--- src/rtl/fifo_window_reader_pkg.sv ---
// Shared types and helpers for the ECG sample FIFO window reader.
package fifo_window_reader_pkg;

    localparam int unsigned DEF_LOG2_MEM_DEPTH  = 8;
    localparam int unsigned DEF_LOG2_NUM_OF_MEM = 3;
    localparam int unsigned DEF_AW              = DEF_LOG2_MEM_DEPTH + DEF_LOG2_NUM_OF_MEM;

    typedef enum logic [1:0] {
        StIdle,
        StLoad,
        StRead,
        StDrain
    } rd_state_e;

    function automatic int unsigned addr_bank(input int unsigned addr, input int unsigned row_bits);
        return addr >> row_bits;
    endfunction

    function automatic int unsigned addr_row(input int unsigned addr, input int unsigned row_bits);
        return addr & ((32'd1 << row_bits) - 32'd1);
    endfunction

endpackage

--- src/rtl/fifo_rd_skid_buf.sv ---
// Two-entry valid/ready output buffer fed by a 1-cycle-latency memory read, with an in-flight
// credit count so the issuer never has more than two samples outstanding.
module fifo_rd_skid_buf #(
    parameter int unsigned DATA_W = 16,
    parameter int unsigned TAG_W  = 2
) (
    input  logic              clk,
    input  logic              reset_n,
    input  logic              issue_i,
    input  logic [TAG_W-1:0]  issue_tag_i,
    input  logic [DATA_W-1:0] rd_data_i,
    input  logic              ready_i,
    output logic              valid_o,
    output logic [DATA_W-1:0] data_o,
    output logic [TAG_W-1:0]  tag_o,
    output logic              pop_o,
    output logic [1:0]        outstanding_o,
    output logic              credit_ok_o
);
    localparam int unsigned EW = DATA_W + TAG_W;

    logic [EW-1:0]    mem_q [2];
    logic [EW-1:0]    mem_d [2];
    logic             wptr_q, wptr_d, rptr_q, rptr_d;
    logic [1:0]       cnt_q, cnt_d;
    logic             inflight_q, inflight_d;
    logic [TAG_W-1:0] inflight_tag_q, inflight_tag_d;
    logic [EW-1:0]    head;
    logic             buf_pop, push;

    always_comb begin
        // An empty buffer presents the arriving read data directly.
        head          = (cnt_q != 2'd0) ? mem_q[rptr_q] : {inflight_tag_q, rd_data_i};
        valid_o       = (cnt_q != 2'd0) || inflight_q;
        pop_o         = valid_o && ready_i;
        {tag_o, data_o} = valid_o ? head : '0;
        buf_pop       = pop_o && (cnt_q != 2'd0);
        push          = inflight_q && !(pop_o && (cnt_q == 2'd0));
        outstanding_o = cnt_q + {1'b0, inflight_q};
        credit_ok_o   = outstanding_o < 2'd2;
    end

    always_comb begin
        mem_d          = mem_q;
        wptr_d         = wptr_q;
        rptr_d         = rptr_q;
        inflight_d     = issue_i;
        inflight_tag_d = issue_i ? issue_tag_i : inflight_tag_q;
        if (push) begin
            mem_d[wptr_q] = {inflight_tag_q, rd_data_i};
            wptr_d        = ~wptr_q;
        end
        if (buf_pop) begin
            rptr_d = ~rptr_q;
        end
        cnt_d = cnt_q + {1'b0, push} - {1'b0, buf_pop};
    end

    always_ff @(posedge clk or negedge reset_n) begin
        if (!reset_n) begin
            mem_q          <= '{default: '0};
            wptr_q         <= 1'b0;
            rptr_q         <= 1'b0;
            cnt_q          <= 2'd0;
            inflight_q     <= 1'b0;
            inflight_tag_q <= '0;
        end else begin
            mem_q          <= mem_d;
            wptr_q         <= wptr_d;
            rptr_q         <= rptr_d;
            cnt_q          <= cnt_d;
            inflight_q     <= inflight_d;
            inflight_tag_q <= inflight_tag_d;
        end
    end

endmodule

--- src/rtl/fifo_window_reader.sv ---
// Streams one ECG_WINDOW-sample beat window out of the circular banked FIFO per R-peak request.
// Optional FIFO_RD_OVERRUN_CHECK_EN adds overrun_o and truncates a window that catches wr_ptr.
module fifo_window_reader
    import fifo_window_reader_pkg::*;
#(
    parameter int unsigned DATA_W          = 16,
    parameter int unsigned LOG2_MEM_DEPTH  = DEF_LOG2_MEM_DEPTH,
    parameter int unsigned LOG2_NUM_OF_MEM = DEF_LOG2_NUM_OF_MEM,
    parameter int unsigned ECG_WINDOW      = 800,
    localparam int unsigned AW             = LOG2_MEM_DEPTH + LOG2_NUM_OF_MEM
) (
    input  logic                       clk,
    input  logic                       reset_n,
    input  logic                       loop_offset_en,
    input  logic [AW-1:0]              loop_offset,
    input  logic [AW-1:0]              wr_ptr,
    output logic                       rd_en_o,
    output logic [LOG2_NUM_OF_MEM-1:0] rd_bank_o,
    output logic [LOG2_MEM_DEPTH-1:0]  rd_row_o,
    input  logic [DATA_W-1:0]          rd_data,
    output logic [DATA_W-1:0]          sample_o,
    output logic                       sample_valid_o,
    input  logic                       sample_ready,
    output logic                       window_start_o,
    output logic                       window_last_o,
    output logic                       busy_o,
    output logic                       req_drop_o
`ifdef FIFO_RD_OVERRUN_CHECK_EN
    ,
    output logic                       overrun_o
`endif
);
    localparam logic [AW-1:0] WIN_AW   = AW'(ECG_WINDOW);
    localparam logic [AW-1:0] LAST_IDX = AW'(ECG_WINDOW - 1);

    rd_state_e     state_q, state_d;
    logic [AW-1:0] addr_q, addr_d, cnt_q, cnt_d, pend_addr_q, pend_addr_d, start_addr;
    logic          pend_q, pend_d, ovr_q, ovr_d, drop_q, drop_d;
    logic          take_req, take_pend, last_acc, ovr_now;
    logic [1:0]    issue_tag, out_tag, outstanding;
    logic          pop, credit_ok;

`ifdef FIFO_RD_OVERRUN_CHECK_EN
    assign ovr_now   = (state_q == StRead) && (wr_ptr == addr_q);
    assign overrun_o = ovr_now;
`else
    assign ovr_now = 1'b0;
`endif

    assign issue_tag = {cnt_q == '0, cnt_q == LAST_IDX};

    fifo_rd_skid_buf #(
        .DATA_W (DATA_W),
        .TAG_W  (2)
    ) u_skid (
        .clk           (clk),
        .reset_n       (reset_n),
        .issue_i       (rd_en_o),
        .issue_tag_i   (issue_tag),
        .rd_data_i     (rd_data),
        .ready_i       (sample_ready),
        .valid_o       (sample_valid_o),
        .data_o        (sample_o),
        .tag_o         (out_tag),
        .pop_o         (pop),
        .outstanding_o (outstanding),
        .credit_ok_o   (credit_ok)
    );

    always_ff @(posedge clk or negedge reset_n) begin
        if (!reset_n) begin
            state_q     <= StIdle;
            addr_q      <= '0;
            cnt_q       <= '0;
            pend_q      <= 1'b0;
            pend_addr_q <= '0;
            ovr_q       <= 1'b0;
            drop_q      <= 1'b0;
        end else begin
            state_q     <= state_d;
            addr_q      <= addr_d;
            cnt_q       <= cnt_d;
            pend_q      <= pend_d;
            pend_addr_q <= pend_addr_d;
            ovr_q       <= ovr_d;
            drop_q      <= drop_d;
        end
    end

    always_comb begin
        state_d     = state_q;
        addr_d      = addr_q;
        cnt_d       = cnt_q;
        pend_d      = pend_q;
        pend_addr_d = pend_addr_q;
        ovr_d       = ovr_q;
        drop_d      = 1'b0;
        take_req    = 1'b0;
        take_pend   = 1'b0;
        start_addr  = wr_ptr - WIN_AW + loop_offset;
        last_acc    = (outstanding == 2'd0) || (pop && (outstanding == 2'd1));
        unique case (state_q)
            StIdle: begin
                if (pend_q) begin
                    state_d   = StLoad;
                    addr_d    = pend_addr_q;
                    take_pend = 1'b1;
                end else if (loop_offset_en) begin
                    state_d  = StLoad;
                    addr_d   = start_addr;
                    take_req = 1'b1;
                end
            end
            StLoad: begin
                cnt_d   = '0;
                state_d = StRead;
            end
            StRead: begin
                if (ovr_now) begin
                    ovr_d   = 1'b1;
                    state_d = StDrain;
                end else if (rd_en_o) begin
                    addr_d = addr_q + AW'(1);
                    cnt_d  = cnt_q + AW'(1);
                    if (cnt_q == LAST_IDX) begin
                        state_d = StDrain;
                    end
                end
            end
            StDrain: begin
                if (last_acc) begin
                    ovr_d = 1'b0;
                    if (pend_q) begin
                        state_d   = StLoad;
                        addr_d    = pend_addr_q;
                        take_pend = 1'b1;
                    end else begin
                        state_d = StIdle;
                    end
                end
            end
            default: state_d = StIdle;
        endcase

        // A slot freed this cycle can absorb a simultaneous request.
        if (take_pend) begin
            pend_d = 1'b0;
        end
        if (loop_offset_en && !take_req) begin
            if (pend_q && !take_pend) begin
                drop_d = 1'b1;
            end else begin
                pend_d      = 1'b1;
                pend_addr_d = start_addr;
            end
        end
    end

    always_comb begin
        rd_en_o        = (state_q == StRead) && credit_ok && !ovr_now;
        busy_o         = state_q != StIdle;
        req_drop_o     = drop_q;
        window_start_o = sample_valid_o && out_tag[1];
        // After an overrun the youngest outstanding sample closes the window.
        window_last_o  = sample_valid_o &&
                         (out_tag[0] || ((ovr_q || ovr_now) && (outstanding == 2'd1)));
        rd_bank_o      = LOG2_NUM_OF_MEM'(addr_bank(32'(addr_q), LOG2_MEM_DEPTH));
        rd_row_o       = LOG2_MEM_DEPTH'(addr_row(32'(addr_q), LOG2_MEM_DEPTH));
    end

endmodule

--- config.mk ---
export PLATFORM = sky130hd
export DESIGN_NAME = fifo_window_reader
export DESIGN_NICKNAME = d
export VERILOG_FILES = /design/src/rtl/fifo_window_reader_pkg.sv /design/src/rtl/fifo_rd_skid_buf.sv /design/src/rtl/fifo_window_reader.sv
export SDC_FILE = /design/constraint.sdc
export NUM_CORES = 1
export LEC_CHECK = 0
export ABC_CLOCK_PERIOD_IN_PS = 2250
export BUFFER_PORTS_ARGS = -buffer_cell sky130_fd_sc_hd__clkbuf_2
export CAP_MARGIN = 10
export CORE_MARGIN = 2
export CORE_UTILIZATION = 40
export DETAILED_ROUTE_END_ITERATION = 6
export PLACE_DENSITY = 0.6
export SLEW_MARGIN = 30
export SYNTH_ARGS = -nofsm -noshare
export SYNTH_HDL_FRONTEND = slang
export SYNTH_SLANG_ARGS = --single-unit
--- constraint.sdc ---
create_clock -name clk -period 2.25 [get_ports clk]
set_clock_uncertainty 0.15 [all_clocks]
set_input_delay 0.45 -clock clk [delete_from_list [all_inputs] [get_ports clk]]
set_output_delay 0.45 -clock clk [all_outputs]
set_load 0.1 [all_outputs]
=== After elaboration in Yosys (flattened, before gate mapping) ===
Cells that the tools add are included.

* Bitwise operators: 5
* Multiplexer cells: 34
* Add/sub/neg operators: 7
* Equality and inequality tests: 10
* Order comparisons: 4
* Reductions and logical operators: 28

{| class="wikitable"
|+ Operators with widths
! kind !! count
|-
| $mux W18 || 6
|-
| $mux W11 || 6
|-
| $bwmux W36 || 1
|-
| $pmux W11 S3 || 1
|-
| $add A11 B1 Y11 const B || 2
|-
| $pmux W11 S2 || 1
|-
| $demux W18 S1 || 1
|-
| $add A11 B11 Y11 || 1
|-
| $eq A11 B10 Y1 const B || 1
|-
| $logic_and A1 B1 Y1 || 11
|-
| $logic_not A11 Y1 || 1
|-
| $mux W1 || 11
|-
| $sub A11 B10 Y11 const B || 1
|-
| $mux W2 || 5
|-
| $pmux W2 S4 || 1
|-
| $logic_not A2 Y1 || 3
|-
| $reduce_bool A2 Y1 || 3
|-
| $reduce_and A5 Y1 || 1
|-
| $add A2 B1 Y2 || 2
|-
| $eq A2 B1 Y1 const B || 2
|-
| $eq A2 B2 Y1 const B || 2
|-
| $ge A2 B2 Y1 const B || 2
|-
| $ne A2 B1 Y1 const B || 2
|-
| $ne A2 B2 Y1 const B || 2
|-
| 12 further kinds || 19
|}

* Word-level logic and storage cells: 101
* Register bits after elaboration: 80
* Output and inout port bits: 33
* Input port bits: 42

=== Longest topological paths before layout ===
* Depth in word-level cells: 11
* Depth in mapped cells: 11
* Mapped depth without buffers: 10

=== Modules after synthesis ===
A second synthesis with hierarchy kept.

* Cells, all modules: 463
* Area, all modules: 4843.4 um2

{| class="wikitable"
|+ By module, submodules not included
! module !! area each (um2) !! seq. area each (um2) !! times used !! cells an instance
|-
| fifo_window_reader || 2691.3 || 925.9 || 1 || 299
|-
| fifo_rd_skid_buf || 2152.1 || 1076.0 || 1 || 164
|}

=== Worst setup path before layout ===
OpenSTA, ideal clock, no wires.

* Kind: reg2out
* From: reg u_skid.rptr_q
* To: out sample_o[10]
* Required time: 1.650 ns
* Slack: -1.830 ns
* Path buffers: 2
* Arrival: 3.480 ns
* Stages on the path, launching flop included: 5
* Cell sequence: dfrtp_1 > clkbuf_1 > buf_1 > mux2i_1 > o21ai_0

* Word-level cells in the longest chain between the ends: 6

{| class="wikitable"
|+ Ends and longest elaborated chain
! item !! RTL line !! source
|-
| start, declared || fifo_rd_skid_buf.sv:24 || <nowiki>logic wptr_q, wptr_d, rptr_q, rptr_d;</nowiki>
|-
| start signal, assigned || fifo_rd_skid_buf.sv:70 || <nowiki>rptr_q <= rptr_d;</nowiki>
|-
| $not A1 Y2 (not written as such) || fifo_rd_skid_buf.sv:33 || <nowiki>head = (cnt_q != 2'd0) ? mem_q[rptr_q] : {inflight_tag_q, rd_data_i};</nowiki>
|-
| $mux W18 (not written as such) (3 in series) || fifo_rd_skid_buf.sv:33 ||
|-
| $mux W18 || fifo_rd_skid_buf.sv:33 ||
|-
| $mux W18 || fifo_rd_skid_buf.sv:36 || <nowiki>{tag_o, data_o} = valid_o ? head : '0;</nowiki>
|-
| end, declared || fifo_window_reader.sv:21 || <nowiki>output logic [DATA_W-1:0] sample_o,</nowiki>
|}

No other way between the ends. The select of a mux whose other input is x is not followed.

=== Worst setup path after layout ===
* From: reg u_skid.cnt_q[0]
* To: out window_start_o

* Word-level cells in the longest chain between the ends: 4
* Elaborated cells between the ends (all ways): 5
* Classes of those cells: mux: 2; reduce/logical: 3

{| class="wikitable"
|+ Ends and longest elaborated chain
! item !! RTL line !! source
|-
| start, declared || fifo_rd_skid_buf.sv:25 || <nowiki>logic [1:0] cnt_q, cnt_d;</nowiki>
|-
| start signal, assigned || fifo_rd_skid_buf.sv:71 || <nowiki>cnt_q <= cnt_d;</nowiki>
|-
| $reduce_bool A2 Y1 (*) || fifo_rd_skid_buf.sv:33, fifo_rd_skid_buf.sv:34 ||
|-
| $mux W18 or $logic_or A1 B1 Y1 (tied branches) || fifo_rd_skid_buf.sv:33, fifo_rd_skid_buf.sv:34 ||
|-
| $mux W18 || fifo_rd_skid_buf.sv:36 ||
|-
| $logic_and A1 B1 Y1 (*) || fifo_window_reader.sv:163 || <nowiki>window_start_o = sample_valid_o && out_tag[1];</nowiki>
|-
| end, declared || fifo_window_reader.sv:24 || <nowiki>output logic window_start_o,</nowiki>
|}

Mark *: on every way between the ends. The rest lies on a longest branch, timed or not.

==> results_dict.tcl <==
set metrics [dict create \
    run_status "finished with violations" \
    failed_checks "design-rule violations, negative setup slack" \
    htree_num_levels 3 \
    finalHoldViolations 0 \
    track_usage 0.196 \
    wl_per_cell_um 16.1 \
    path_common_cell "sky130_fd_sc_hd__buf_12" \
    cp_cell_sequence "buf_6, nor2_4, buf_4, buf_12, buf_16, o21ai_2, buf_12" \
    rsz0062_at_grt "true" \
    setup_total_negative_slack_ns -3.02 \
    wl_met2_mm 6.12 \
    clock_path_buffers 2 \
    synthesis.instances 468 \
    yosysWarnings 0 \
    min_path_type "primary input to register" \
    detailed_place.area_mm2 0.00639 \
    post-synth-top-count-cell "sky130_fd_sc_hd__dfrtp_1" \
    grt_overflow 0 \
    edff_count_synth 0 \
    drcViolationCount 4 \
    crit_path_start_kind "register" \
    post-route-min-period_ns 2.36 \
    first_global_vias 4226 \
    clk_root_buffer_cell "sky130_fd_sc_hd__clkbuf_16" \
    finalWorstSetupSlack_ns -0.111 \
    stage_delay_of_the_slowest_cell_on_the_critical_path_ns 0.41 \
    globalplace.congestion 0.836 \
    maximum_fanout_encountered_on_the_critical_timing_path 7 \
    max_freq_mhz 424 \
    finalCritPeriodShare 1.05 \
    numCtsBuffers 9 \
    ys_dominant_reg_cell "sky130_fd_sc_hd__dfrtp_1" \
    uppermost_layer_routed "met4" \
    final_count_of_pins_violating_max_slew 0 \
    mappedNetlistArea_mm2 0.00475 \
    antennaDiodeCount 0 \
    sequential_to_total_area_share_from_yosys_stat 0.421 \
    route.vias.total 4051 \
    route.final.wire_length_mm 12.0 \
    grt_start_max_net_pins 62 \
    synth_area_per_cell_um2 10.2 \
    worst-endpoint-arrival_ns 1.76 \
    timing.slew.headroom 0.634 \
    crit_path_end_kind "output pin" \
    layout.filler_cells 940 \
    dp_hpwl_mm 8.17 \
    netlist-cell-type-count 55 \
    synthToLayoutAreaGrowth_pct 49.9 \
    synthTopCellsByArea "sky130_fd_sc_hd__dfrtp_1, sky130_fd_sc_hd__mux2_2, sky130_fd_sc_hd__ha_1" \
    drt-vias-per-instance 5.41 \
    clock_net_sink_count 80 \
    netlist.top_cell.by_area "sky130_fd_sc_hd__dfrtp_1" \
    ioPinCount 75 \
    antenna_violations_before_repair 0 \
    grt_first_pass_wirelength_mm 20.3 \
    die_width_um 113 \
    met3_length_um 449 \
    worst_slew_pin_slew_ns 0.552 \
    final_layout_size_suffix_gt1_frac 0.469 \
    final-setup-viol-count 50 \
    floorplan.die_area_mm2 0.0128 \
    syn_nets 540 \
    critPathKind "register to output pin" \
    wirelength_met1_mm 5.28 \
    portBuffers 74 \
    final.hold.worst_slack_ns 0.231 \
    fp-row-count 39 \
    synth.ff_latch_count 80 \
    drt.antenna.violating_nets 0 \
    cap_violations 0 \
    drt_first_pass_iters 6 \
    critical_path.slowest_cell "sky130_fd_sc_hd__dfrtp_1" \
    critical_path_required_ns 1.65 \
    core-area_mm2 0.0115 \
    synthArstFlopShare 1.00 \
    cts.reportedPaths.clkPinSlew_ns 0.07 \
    synth_top_cells_by_count "sky130_fd_sc_hd__dfrtp_1, sky130_fd_sc_hd__mux2_2, sky130_fd_sc_hd__inv_1, sky130_fd_sc_hd__o21ai_0" \
    final_cell_area_mm2 0.00713 \
    clock_latency_ns 0.33 \
    initial_utilization 0.413 \
    drtIter0Drc 199 \
    num-nets-final 674 \
    cts_tree "yes" \
    yosysTopAreaCellShare 0.421 \
    floorplan.die.height_um 113 \
]
per-stage QoR:
step	setup WS (ns)	cells	utilization
after global routing	-0.163	749	0.619
after global placement	-0.368	712	0.555
after CTS	-0.107	741	0.605
final	-0.111	749	0.619
after detailed placement	-0.415	712	0.555
after floorplan	-0.193	468	-
kinds of logic after synthesis:
logic type	count (synthesis)	share of synthesized area
simple gates	119	0.124
compound gates	95	0.133
flops	80	0.421
xor+xnor	25	0.0489
buf+inv	54	0.0439
mux	65	0.148
fa+ha+maj	30	0.0805
cell usage in the layout, fill, tap and decap left out, drive strengths merged, types with 3 or more instances in the layout:
master	netlist	final
a21o	4	4
nand2	21	21
nor2	29	29
o21ai	32	32
nor4	5	5
ha	29	29
a222oi	3	3
nor3	8	8
xor2	11	11
clkbuf	15	61
dfrtp	80	80
or4	3	3
or3	5	5
nand3	27	27
inv	32	33
clkinvlp	0	3
mux2	44	44
xnor2	13	13
nand4	5	5
o21a	3	3
a221oi	6	6
a21oi	20	20
mux2i	21	21
buf	7	92
o211ai	3	3
and3	3	3
nor2b	6	6
flip-flops by register name, indices dropped and copies added (netlist names):
register / count
u_skid.mem_q: 36
addr_q: 11
cnt_q: 11
pend_addr_q: 11
state_q: 2
u_skid.cnt_q: 2
u_skid.inflight_tag_q: 2
pend_q: 1
req_drop_o: 1
u_skid.inflight_q: 1
u_skid.rptr_q: 1
u_skid.wptr_q: 1
timing repair:
item / 4_1_cts / 5_1_grt
setup buffers: 10 / 9
gates cloned: 4 / 0
pin swaps: 9 / 9
gates resized for setup: 25 / 22
hold buffers: 1 / 0
endpoints found under the setup margin: 38 / 43
endpoints found under the hold margin: 19 / 0
per-layer routing:
layer  GRT usage  vias to the layer above
li1            -                     1958
met1       0.252                     1981
met2       0.341                       97
met3      0.0268                       15
met4      0.0659                        0
met5           0                        -
critical path: cells and delay by family, from the launching register on:
| family | cells | cell delay [ns] |
|---|---|---|
| buf+inv | 5 | 0.76 |
| flops | 1 | 0.41 |
| compound gates | 1 | 0.20 |
| simple gates | 1 | 0.05 |
final timing paths:
| kind | startpoint | to | slack, ns | cells after the start |
|---|---|---|---|---|
| worst max-delay path | u_skid.cnt_q[0] | window_start_o | -0.11 | 7 |
| worst min-delay path | rd_data[8] | u_skid.mem_q[26] | 0.23 | 2 |
| worst max register to register | u_skid.cnt_q[0] | u_skid.mem_q[30] | -0.09 | 9 |
| worst min register to register | u_skid.mem_q[25] | u_skid.mem_q[25] | 0.35 | 1 |
| max in group asynchronous | reset_n | addr_q[6] | 0.90 | 3 |
| min in group asynchronous | reset_n | u_skid.mem_q[26] | 0.39 | 2 |
area by class of cell:
class                           count  area [um2]  share of cell area
Multi-Input combinational cell    334        3100               0.434
Sequential cell                    80        2010               0.282
Timing Repair Buffer              145        1380               0.194
Tap cell                          143         179              0.0251
Inverter                           32         144              0.0202
Clock buffer                        9         225              0.0316
Clock inverter                      6        92.6              0.0130
Power is not shown: default switching activity piles up to over one toggle a cycle in this logic, so the estimate is an artifact.
